--- config.mk ---
export PLATFORM = sky130hd
export DESIGN_NAME = memory_ext_mp
export DESIGN_NICKNAME = d
export VERILOG_FILES = /design/src/rtl/memory_ext_pkg.sv /design/src/rtl/memory_ext_rdpipe.sv /design/src/rtl/memory_ext_mp.sv
export SDC_FILE = /design/constraint.sdc
export NUM_CORES = 1
export LEC_CHECK = 0
export ABC_AREA = 1
export ABC_CLOCK_PERIOD_IN_PS = 1300
export BUFFER_PORTS_ARGS = -buffer_cell sky130_fd_sc_hd__buf_2
export CORE_AREA = 2 2 84 86
export DETAILED_ROUTE_END_ITERATION = 8
export DIE_AREA = 0 0 86 88
export GPL_TIMING_DRIVEN = 0
export HOLD_SLACK_MARGIN = 0.03
export PLACE_DENSITY = 0.68
export SYNTH_ARGS = -nofsm -noshare
export SYNTH_HDL_FRONTEND = slang
export SYNTH_HIERARCHICAL = 1
export SYNTH_SLANG_ARGS = --single-unit
--- constraint.sdc ---
create_clock -name clk -period 1.3 [get_ports clk]
set_input_delay 0.195 -clock clk [delete_from_list [all_inputs] [get_ports clk]]
set_output_delay 0.195 -clock clk [all_outputs]
set_load 0.1 [all_outputs]
--- src/rtl/memory_ext_pkg.sv ---
// -----------------------------------------------------------------------------
// memory_ext_pkg
// Purpose : Shared constants and helpers for the multi-port memory block.
//           Holds the default parameter values, the legal ranges for
//           NUM_CH / RD_LAT, and the functions that locate a channel's slice
//           inside the packed address and data buses.
// Ports   : none (package)
// -----------------------------------------------------------------------------
package memory_ext_pkg;

  localparam int DEF_DMA_SIZE = 3;
  localparam int DEF_DMD_SIZE = 4;
  localparam int DEF_NUM_CH   = 2;
  localparam int DEF_RD_LAT   = 2;

  localparam int NUM_CH_MIN = 1;
  localparam int NUM_CH_MAX = 4;
  localparam int RD_LAT_MIN = 1;
  localparam int RD_LAT_MAX = 4;

  // Lowest bit of channel ch's address field in the packed address bus.
  function automatic int add_lo(input int ch, input int dma_size);
    return ch * dma_size;
  endfunction

  // Lowest bit of channel ch's data field in the packed data buses.
  function automatic int dat_lo(input int ch, input int dmd_size);
    return ch * dmd_size;
  endfunction

endpackage

--- src/rtl/memory_ext_rdpipe.sv ---
// -----------------------------------------------------------------------------
// memory_ext_rdpipe
// Purpose : Per-channel read-return pipeline, RD_LAT stages deep. Stage 0
//           captures the (write-first) array data at the issuing edge; the
//           last stage drives the channel's read data and valid pulse.
// Ports   : clk       - clock, all state on rising edge
//           rst_n     - asynchronous active-low reset (flushes all stages)
//           rd_req_i  - read issued this edge
//           rd_dat_i  - array data sampled for this read
//           rd_vld_o  - one-cycle pulse marking new read data
//           rd_dat_o  - read data, holds last value while rd_vld_o is low
// -----------------------------------------------------------------------------
module memory_ext_rdpipe #(
  parameter int RD_LAT = 2,
  parameter int DW     = 4
) (
  input  logic          clk,
  input  logic          rst_n,
  input  logic          rd_req_i,
  input  logic [DW-1:0] rd_dat_i,
  output logic          rd_vld_o,
  output logic [DW-1:0] rd_dat_o
);

  logic [RD_LAT-1:0] vld_q;
  logic [DW-1:0]     dat_q [RD_LAT];

  // Valid/data shift register; data stages only load when a valid token
  // moves into them, so the final stage holds the last returned value.
  always_ff @(posedge clk or negedge rst_n) begin
    if (!rst_n) begin
      vld_q <= '0;
      for (int k = 0; k < RD_LAT; k++) begin
        dat_q[k] <= '0;
      end
    end else begin
      vld_q[0] <= rd_req_i;
      if (rd_req_i) begin
        dat_q[0] <= rd_dat_i;
      end
      for (int k = 1; k < RD_LAT; k++) begin
        vld_q[k] <= vld_q[k-1];
        if (vld_q[k-1]) begin
          dat_q[k] <= dat_q[k-1];
        end
      end
    end
  end

  assign rd_vld_o = vld_q[RD_LAT-1];
  assign rd_dat_o = dat_q[RD_LAT-1];

endmodule

--- src/rtl/memory_ext_mp.sv ---
// -----------------------------------------------------------------------------
// memory_ext_mp
// Purpose : NUM_CH-port memory of 2**DMA_SIZE words x DMD_SIZE bits. Every
//           channel can issue one read or write per cycle. Writes commit at
//           the issuing edge; reads sample write-first at the issuing edge and
//           return after RD_LAT cycles. Same-edge writes to one address are
//           resolved to the lowest channel and flagged on dm_wr_coll.
// Ports   : clk        - clock
//           rst_n      - asynchronous active-low reset (array not reset)
//           ps_dm_cslt - per-channel chip select
//           ps_dm_wrb  - per-channel write(1)/read(0)
//           dg_dm_add  - packed addresses, channel c at [c*DMA_SIZE +: DMA_SIZE]
//           bc_dt      - packed write data, channel c at [c*DMD_SIZE +: DMD_SIZE]
//           dm_bc_dt   - packed registered read data
//           dm_rd_vld  - per-channel read-data valid pulse
//           dm_wr_coll - pulse: same-address multi-channel write last edge
// -----------------------------------------------------------------------------
module memory_ext_mp
  import memory_ext_pkg::*;
#(
  parameter int    DMA_SIZE  = DEF_DMA_SIZE,
  parameter int    DMD_SIZE  = DEF_DMD_SIZE,
  parameter int    NUM_CH    = DEF_NUM_CH,
  parameter int    RD_LAT    = DEF_RD_LAT,
  parameter string INIT_FILE = ""
) (
  input  logic                       clk,
  input  logic                       rst_n,
  input  logic [NUM_CH-1:0]          ps_dm_cslt,
  input  logic [NUM_CH-1:0]          ps_dm_wrb,
  input  logic [NUM_CH*DMA_SIZE-1:0] dg_dm_add,
  input  logic [NUM_CH*DMD_SIZE-1:0] bc_dt,
  output logic [NUM_CH*DMD_SIZE-1:0] dm_bc_dt,
  output logic [NUM_CH-1:0]          dm_rd_vld,
  output logic                       dm_wr_coll
);

  localparam int DEPTH = 2**DMA_SIZE;

  if ((NUM_CH < NUM_CH_MIN) || (NUM_CH > NUM_CH_MAX) ||
      (RD_LAT < RD_LAT_MIN) || (RD_LAT > RD_LAT_MAX)) begin : g_param_chk
    $error("memory_ext_mp: NUM_CH must be 1..4 and RD_LAT must be 1..4");
  end

  logic [DMD_SIZE-1:0] mem_q  [DEPTH];
  logic [DMA_SIZE-1:0] add_s  [NUM_CH];
  logic [DMD_SIZE-1:0] wdat_s [NUM_CH];
  logic [DMD_SIZE-1:0] rdat_s [NUM_CH];
  logic [NUM_CH-1:0]   wr_en_s;
  logic [NUM_CH-1:0]   rd_req_s;
  logic                coll_d;
  logic                coll_q;

  for (genvar c = 0; c < NUM_CH; c++) begin : g_ch
    assign add_s[c]    = dg_dm_add[add_lo(c, DMA_SIZE) +: DMA_SIZE];
    assign wdat_s[c]   = bc_dt[dat_lo(c, DMD_SIZE) +: DMD_SIZE];
    // Writes are suppressed in reset; reads are flushed by the pipe reset.
    assign wr_en_s[c]  = rst_n & ps_dm_cslt[c] & ps_dm_wrb[c];
    assign rd_req_s[c] = ps_dm_cslt[c] & ~ps_dm_wrb[c];

    memory_ext_rdpipe #(
      .RD_LAT (RD_LAT),
      .DW     (DMD_SIZE)
    ) u_rdpipe (
      .clk      (clk),
      .rst_n    (rst_n),
      .rd_req_i (rd_req_s[c]),
      .rd_dat_i (rdat_s[c]),
      .rd_vld_o (dm_rd_vld[c]),
      .rd_dat_o (dm_bc_dt[dat_lo(c, DMD_SIZE) +: DMD_SIZE])
    );
  end

  // Array write port: iterate high to low so the lowest channel's
  // non-blocking write lands last and wins a same-address conflict.
  always_ff @(posedge clk) begin
    for (int j = NUM_CH - 1; j >= 0; j--) begin
      if (wr_en_s[j]) begin
        mem_q[add_s[j]] <= wdat_s[j];
      end
    end
  end

  // Write-first read data: bypass same-edge writes, lowest channel wins.
  always_comb begin
    logic [DMD_SIZE-1:0] sel_v;
    for (int c = 0; c < NUM_CH; c++) begin
      sel_v = mem_q[add_s[c]];
      for (int j = NUM_CH - 1; j >= 0; j--) begin
        if (wr_en_s[j] && (add_s[j] == add_s[c])) begin
          sel_v = wdat_s[j];
        end else begin
          sel_v = sel_v;
        end
      end
      rdat_s[c] = sel_v;
    end
  end

  // Detect two or more channels writing the same address on this edge.
  always_comb begin
    coll_d = 1'b0;
    for (int i = 0; i < NUM_CH; i++) begin
      for (int j = i + 1; j < NUM_CH; j++) begin
        if (wr_en_s[i] && wr_en_s[j] && (add_s[i] == add_s[j])) begin
          coll_d = 1'b1;
        end else begin
          coll_d = coll_d;
        end
      end
    end
  end

  // Register the collision flag into a one-cycle pulse.
  always_ff @(posedge clk or negedge rst_n) begin
    if (!rst_n) begin
      coll_q <= 1'b0;
    end else begin
      coll_q <= coll_d;
    end
  end

  assign dm_wr_coll = coll_q;

endmodule
# ---- Word-level counts from Yosys, hierarchy flattened
# Memories as Yosys holds them, arrays and structs flattened. A register that Yosys moved wholly into a read port is not among the register bits.
# Index checks and enable logic that the tools add are counted.
# Widths: inputs -> output; s select.
dict set report totals {
  wordCells 24
  register_bits 13
  n_memories 1
  out_inout_bits 11
  inputBits 20
  mem_bits_rw 32
}
# memory depth word_bits rd rd_clocked_by_memory_dff wr line
set mem_list {}
lappend mem_list {mem_q 8 4 2 2 2 memory_ext_mp.sv:45} ;# logic [DMD_SIZE-1:0] mem_q [DEPTH];
dict set report op_classes {
  bitwise_logic 8
  eq_ne 1
  n_mux 5
  n_reduce_logical 4
}
# operator n
set ops {}
lappend ops {{$and 1x1->1} 6}
lappend ops {{$mux 1} 5}
lappend ops {{$eq 3x3->1} 1}
lappend ops {{$logic_and 1x1->1} 2}
lappend ops {{$logic_not 1->1} 2}
lappend ops {{$not 1->1} 2}

# ---- Logic depth before layout (Yosys ltp)
dict set report logic_depth {
  word_depth 5
  depth_mapped 13
  mapped_depth_nobuf 11
}

# ---- Cells and area by module
# The synthesis kept the hierarchy.
# module seq_area_each_um2 cells_per_inst area_per_inst_um2 instances
set modules_own_cells {}
lappend modules_own_cells {memory_ext_mp 985.9 358 2492.4 1}
lappend modules_own_cells {memory_ext_rdpipe 250.2 40 377.9 2}

# ---- Worst setup path after synthesis
# OpenSTA, ideal clock, no wires.
dict set report synth_timing {
  path_type {input-to-reg}
  start {input dg_dm_add[3]}
  end {memory mem_q[4][0] (netlist bit) (enable)}
  setup_slack_ps -70
  required_time_ps 939
  path_buffers 2
  setup_time_ps 361
  arrival_ps 1009
  stages 5
  path_cell_list {buf_4 > inv_2 > buf_6 > nand3_1 > o21ai_0}
}
# item line
set synth_lines {}
lappend synth_lines {{start, declared} memory_ext_mp.sv:31} ;# input logic [NUM_CH*DMA_SIZE-1:0] dg_dm_add,
lappend synth_lines {{end, declared} memory_ext_mp.sv:45}

# ---- Final worst setup path
dict set report layout_timing {
  start {register g_ch[1].u_rdpipe.dat_q (netlist bit g_ch[1].u_rdpipe/rd_dat_o[1])}
  end {output dm_bc_dt[5]}
}
# item line
set layout_lines {}
lappend layout_lines {{start, declared} memory_ext_rdpipe.sv:26} ;# logic [DW-1:0] dat_q [RD_LAT];
lappend layout_lines {{start signal, assigned by index} memory_ext_rdpipe.sv:44} ;# dat_q[k] <= dat_q[k-1];
lappend layout_lines {{end, declared} memory_ext_mp.sv:33} ;# output logic [NUM_CH*DMD_SIZE-1:0] dm_bc_dt,
# No word-level cell between the ends.

==> run summary <==
Static leakage: 0.001818 uW
Storage element area: 1486 sq um
Area growth, synth to finish: 12.94%
Clock slew at the register clock pins of the worst setup and hold paths: 100 ps
Sequential cell area fraction in the yosys report: 45.76%
Netlist area before placement: 3248 sq um
WHS Path Cells: 2
Largest net degree at the start of global routing: 22
DRT Wirelength: 8728 um
Flop and latch count out of synthesis: 53
Initial antenna violation count: 0
Highest achievable clock rate: 787.9 MHz
Initial core utilization: 48.89%
Clk root buf: sky130_fd_sc_hd__clkbuf_8
Port Buffers: 22
Worst setup slack before clock tree synthesis: -900.5 ps
Area of the core: 6644 sq um
CP endpoint kind: primary output
Antenna-violating nets left: 0
Slew HR: 35.72%
Max rail drop VDD: 0.5284 mV
Required time reported for the critical path endpoint: 1110 ps
Count of nets after finishing: 491
Fraction of the cycle the final worst path needs: 97.63%
Mapped Avg Cell Area: 7.416 sq um
Slew at the pin closest to its max-slew limit: 964.1 ps
Clock tree from TritonCTS: built
HPWL after DPL: 6365 um
Utilization after layout: 55.22%
Minimum clock period: 1269 ps
Number of distinct standard cells referenced by the synthesized netlist: 26
Detailed-route DRC error count: 0
Clock latency at the later pin of the worst-skew pair: 310 ps
Clock buffer count from CTS: 5
Number of hold violations in the final report: 0
Crit path cell chain: buf_4 > buf_4
Fraction of final layout cells with drive strength greater than 1: 19.92%
Number of flops mapped to enable cells by yosys: 32
Synthesis Warnings: 6
Clock tree buffer depth: 2
Average routed wire per standard cell: 15.81 um
GR Overflow Total: 0
Standard cell with the maximum stage delay on the critical path: sky130_fd_sc_hd__dfrtp_1
Number of antenna cells inserted: 0
Total power divided by cell area: 1104 nW/um^2
Wire length of the first global-routing pass: 13800 um
Most frequent cell on the critical path: sky130_fd_sc_hd__buf_4
Cells on worst reg2reg path: 7
Most common cell after layout, fill and taps aside: sky130_fd_sc_hd__nand2_1
H-tree levels: 2
Classification of the worst setup path: register to primary output
Crit path depth: 2
Max-slew violation total from the final report: 0
Multi-input gate area: 1459 sq um
Via total after detailed routing: 3004
Total Routing Usage GR: 23.98%
Crit path setup slack, layout: 30.75 ps
Number of placement rows: 30
Die X: 86 um
TritonCTS sink count: 53
Most frequent cells in the layout: sky130_fd_sc_hd__nand2_1 (180), sky130_fd_sc_hd__inv_1 (38), sky130_fd_sc_hd__o21ai_0 (34)
Setup clock skew after layout: 7.295 ps
Number of global-route vias before repair: 2803
RD Place Congestion: 0.9851
I/O pins: 31
Setup repair after global routing missed its margin: true
Top delay family on crit path: flip-flops
Routed via count divided by cell count: 5.442
CP Launch Type: register
Class of the most critical hold timing path: primary input to register
# fillers: 637
Die Height: 88 um
Worst hold slack: 121.3 ps
Maximum single-stage delay on the critical path: 380 ps
Primary FF master, synth: sky130_fd_sc_hd__edfxtp_1
Overall die area: 7568 sq um
Post-Syn Nets: 458
Post-synthesis async set-or-reset flop share: 39.62%
Setup Viol. Count Final: 0
Worst-path maximum fanout: 2
Critical Path AT: 1070 ps
Initial drt markers: 278
Max-cap violations: 0
Number of detailed-routing iterations run before antenna repair: 5
Number of instances in the synthesized netlist: 438
WP buf/inv: 2
Outcome: completed
-- what timing repair did --
item | in CTS | in global routing
hold endpoints to repair | 21 | 0
pin swaps | 2 | 15
setup endpoints to repair | 81 | 26
buffers inserted | 3 | 0
gates resized for setup | 25 | 9
hold buffers | 1 | 0
-- where the power goes --
group / leakage (uW) / switching (uW) / internal, uW
clock: 0.0000489 / 585 / 386
combinational: 0.00121 / 795 / 313
sequential: 0.000558 / 64.8 / 1910
-- Yosys cell counts (5+ instances only) --
cell                         n  area [sq um]
sky130_fd_sc_hd__inv_1      42         157.7
sky130_fd_sc_hd__o211ai_1    8         60.06
sky130_fd_sc_hd__edfxtp_1   32         960.9
sky130_fd_sc_hd__nand2_2     5         31.28
sky130_fd_sc_hd__dfrtp_1    21         525.5
sky130_fd_sc_hd__o21ai_1    10         50.05
sky130_fd_sc_hd__buf_4      15         112.6
sky130_fd_sc_hd__nor2_1     15         56.30
sky130_fd_sc_hd__nand2_1   186         698.2
sky130_fd_sc_hd__inv_2       9         33.78
sky130_fd_sc_hd__nand3_1    12         60.06
sky130_fd_sc_hd__o21ai_0    41         205.2
sky130_fd_sc_hd__o22ai_1    10         62.56
sky130_fd_sc_hd__nand4_1     9         56.30
-- metal layers --
layer / share of wire [%] / vias up / track usage (%)
li1: - / 1467 / -
met1: 44 / 1421 / 32.02
met2: 47 / 97 / 40.03
met3: 6.2 / 19 / 4.053
met4: 3.0 / 0 / 7.504
met5: 0 / - / 0
-- state kept, by name, summed over array words and instances, names as in the netlist --
signal                  count
mem_q                      32
g_ch.u_rdpipe/vld_q         4
g_ch.u_rdpipe/rd_dat_o      8
dm_wr_coll                  1
g_ch.u_rdpipe/dat_q         8
-- cell families after synthesis --
family,after synthesis,synth area share [%]
AO/OA/AOI/OAI,69,11.63
XOR/XNOR,1,0.5009
buffers and inverters,77,11.02
flip-flops,53,45.76
AND/OR/NAND/NOR,238,31.09
-- final timing paths --
| check | startpoint | endpoint | slack, ps |
|---|---|---|---|
| min in group asynchronous | rst_n | g_ch[1].u_rdpipe/rd_dat_o[1] | 200 |
| max | g_ch[1].u_rdpipe/rd_dat_o[1] | dm_bc_dt[5] | 30 |
| min reg2reg | g_ch[0].u_rdpipe/rd_dat_o[3] | g_ch[0].u_rdpipe/rd_dat_o[3] | 480 |
| max reg2reg | mem_q[0][3] | g_ch[0].u_rdpipe/dat_q[7] | 60 |
| max in group asynchronous | rst_n | g_ch[1].u_rdpipe/rd_dat_o[3] | 510 |
| min | ps_dm_wrb[1] | g_ch[1].u_rdpipe/vld_q[0] | 120 |
-- per-stage QoR --
| stage | total power (uW) | area (sq um) | TNS, ps | cells |
|---|---|---|---|---|
| 2_1_floorplan | 2828 | 3248 | 0 | 438 |
| 3_3_place_gp | 3029 | 3458 | -45210 | 540 |
| 3_5_place_dp | 3052 | 3458 | -49340 | 540 |
| 4_1_cts | 4053 | 3659 | 0 | 552 |
| 5_1_grt | 4209 | 3669 | -58.78 | 552 |
| 6_report | 4050 | 3669 | 0 | 552 |
-- final cells by class --
class / instances / area share (%)
buffer: 25 / 4.468
clock buffer: 5 / 1.876
clock inverter: 3 / 0.5457
inverter: 52 / 5.321
multi-input combinational: 308 / 39.77
sequential: 53 / 40.52
tap: 80 / 2.729
timing repair buffer: 26 / 4.775
Note: power is estimated with default switching activity, not from simulation.
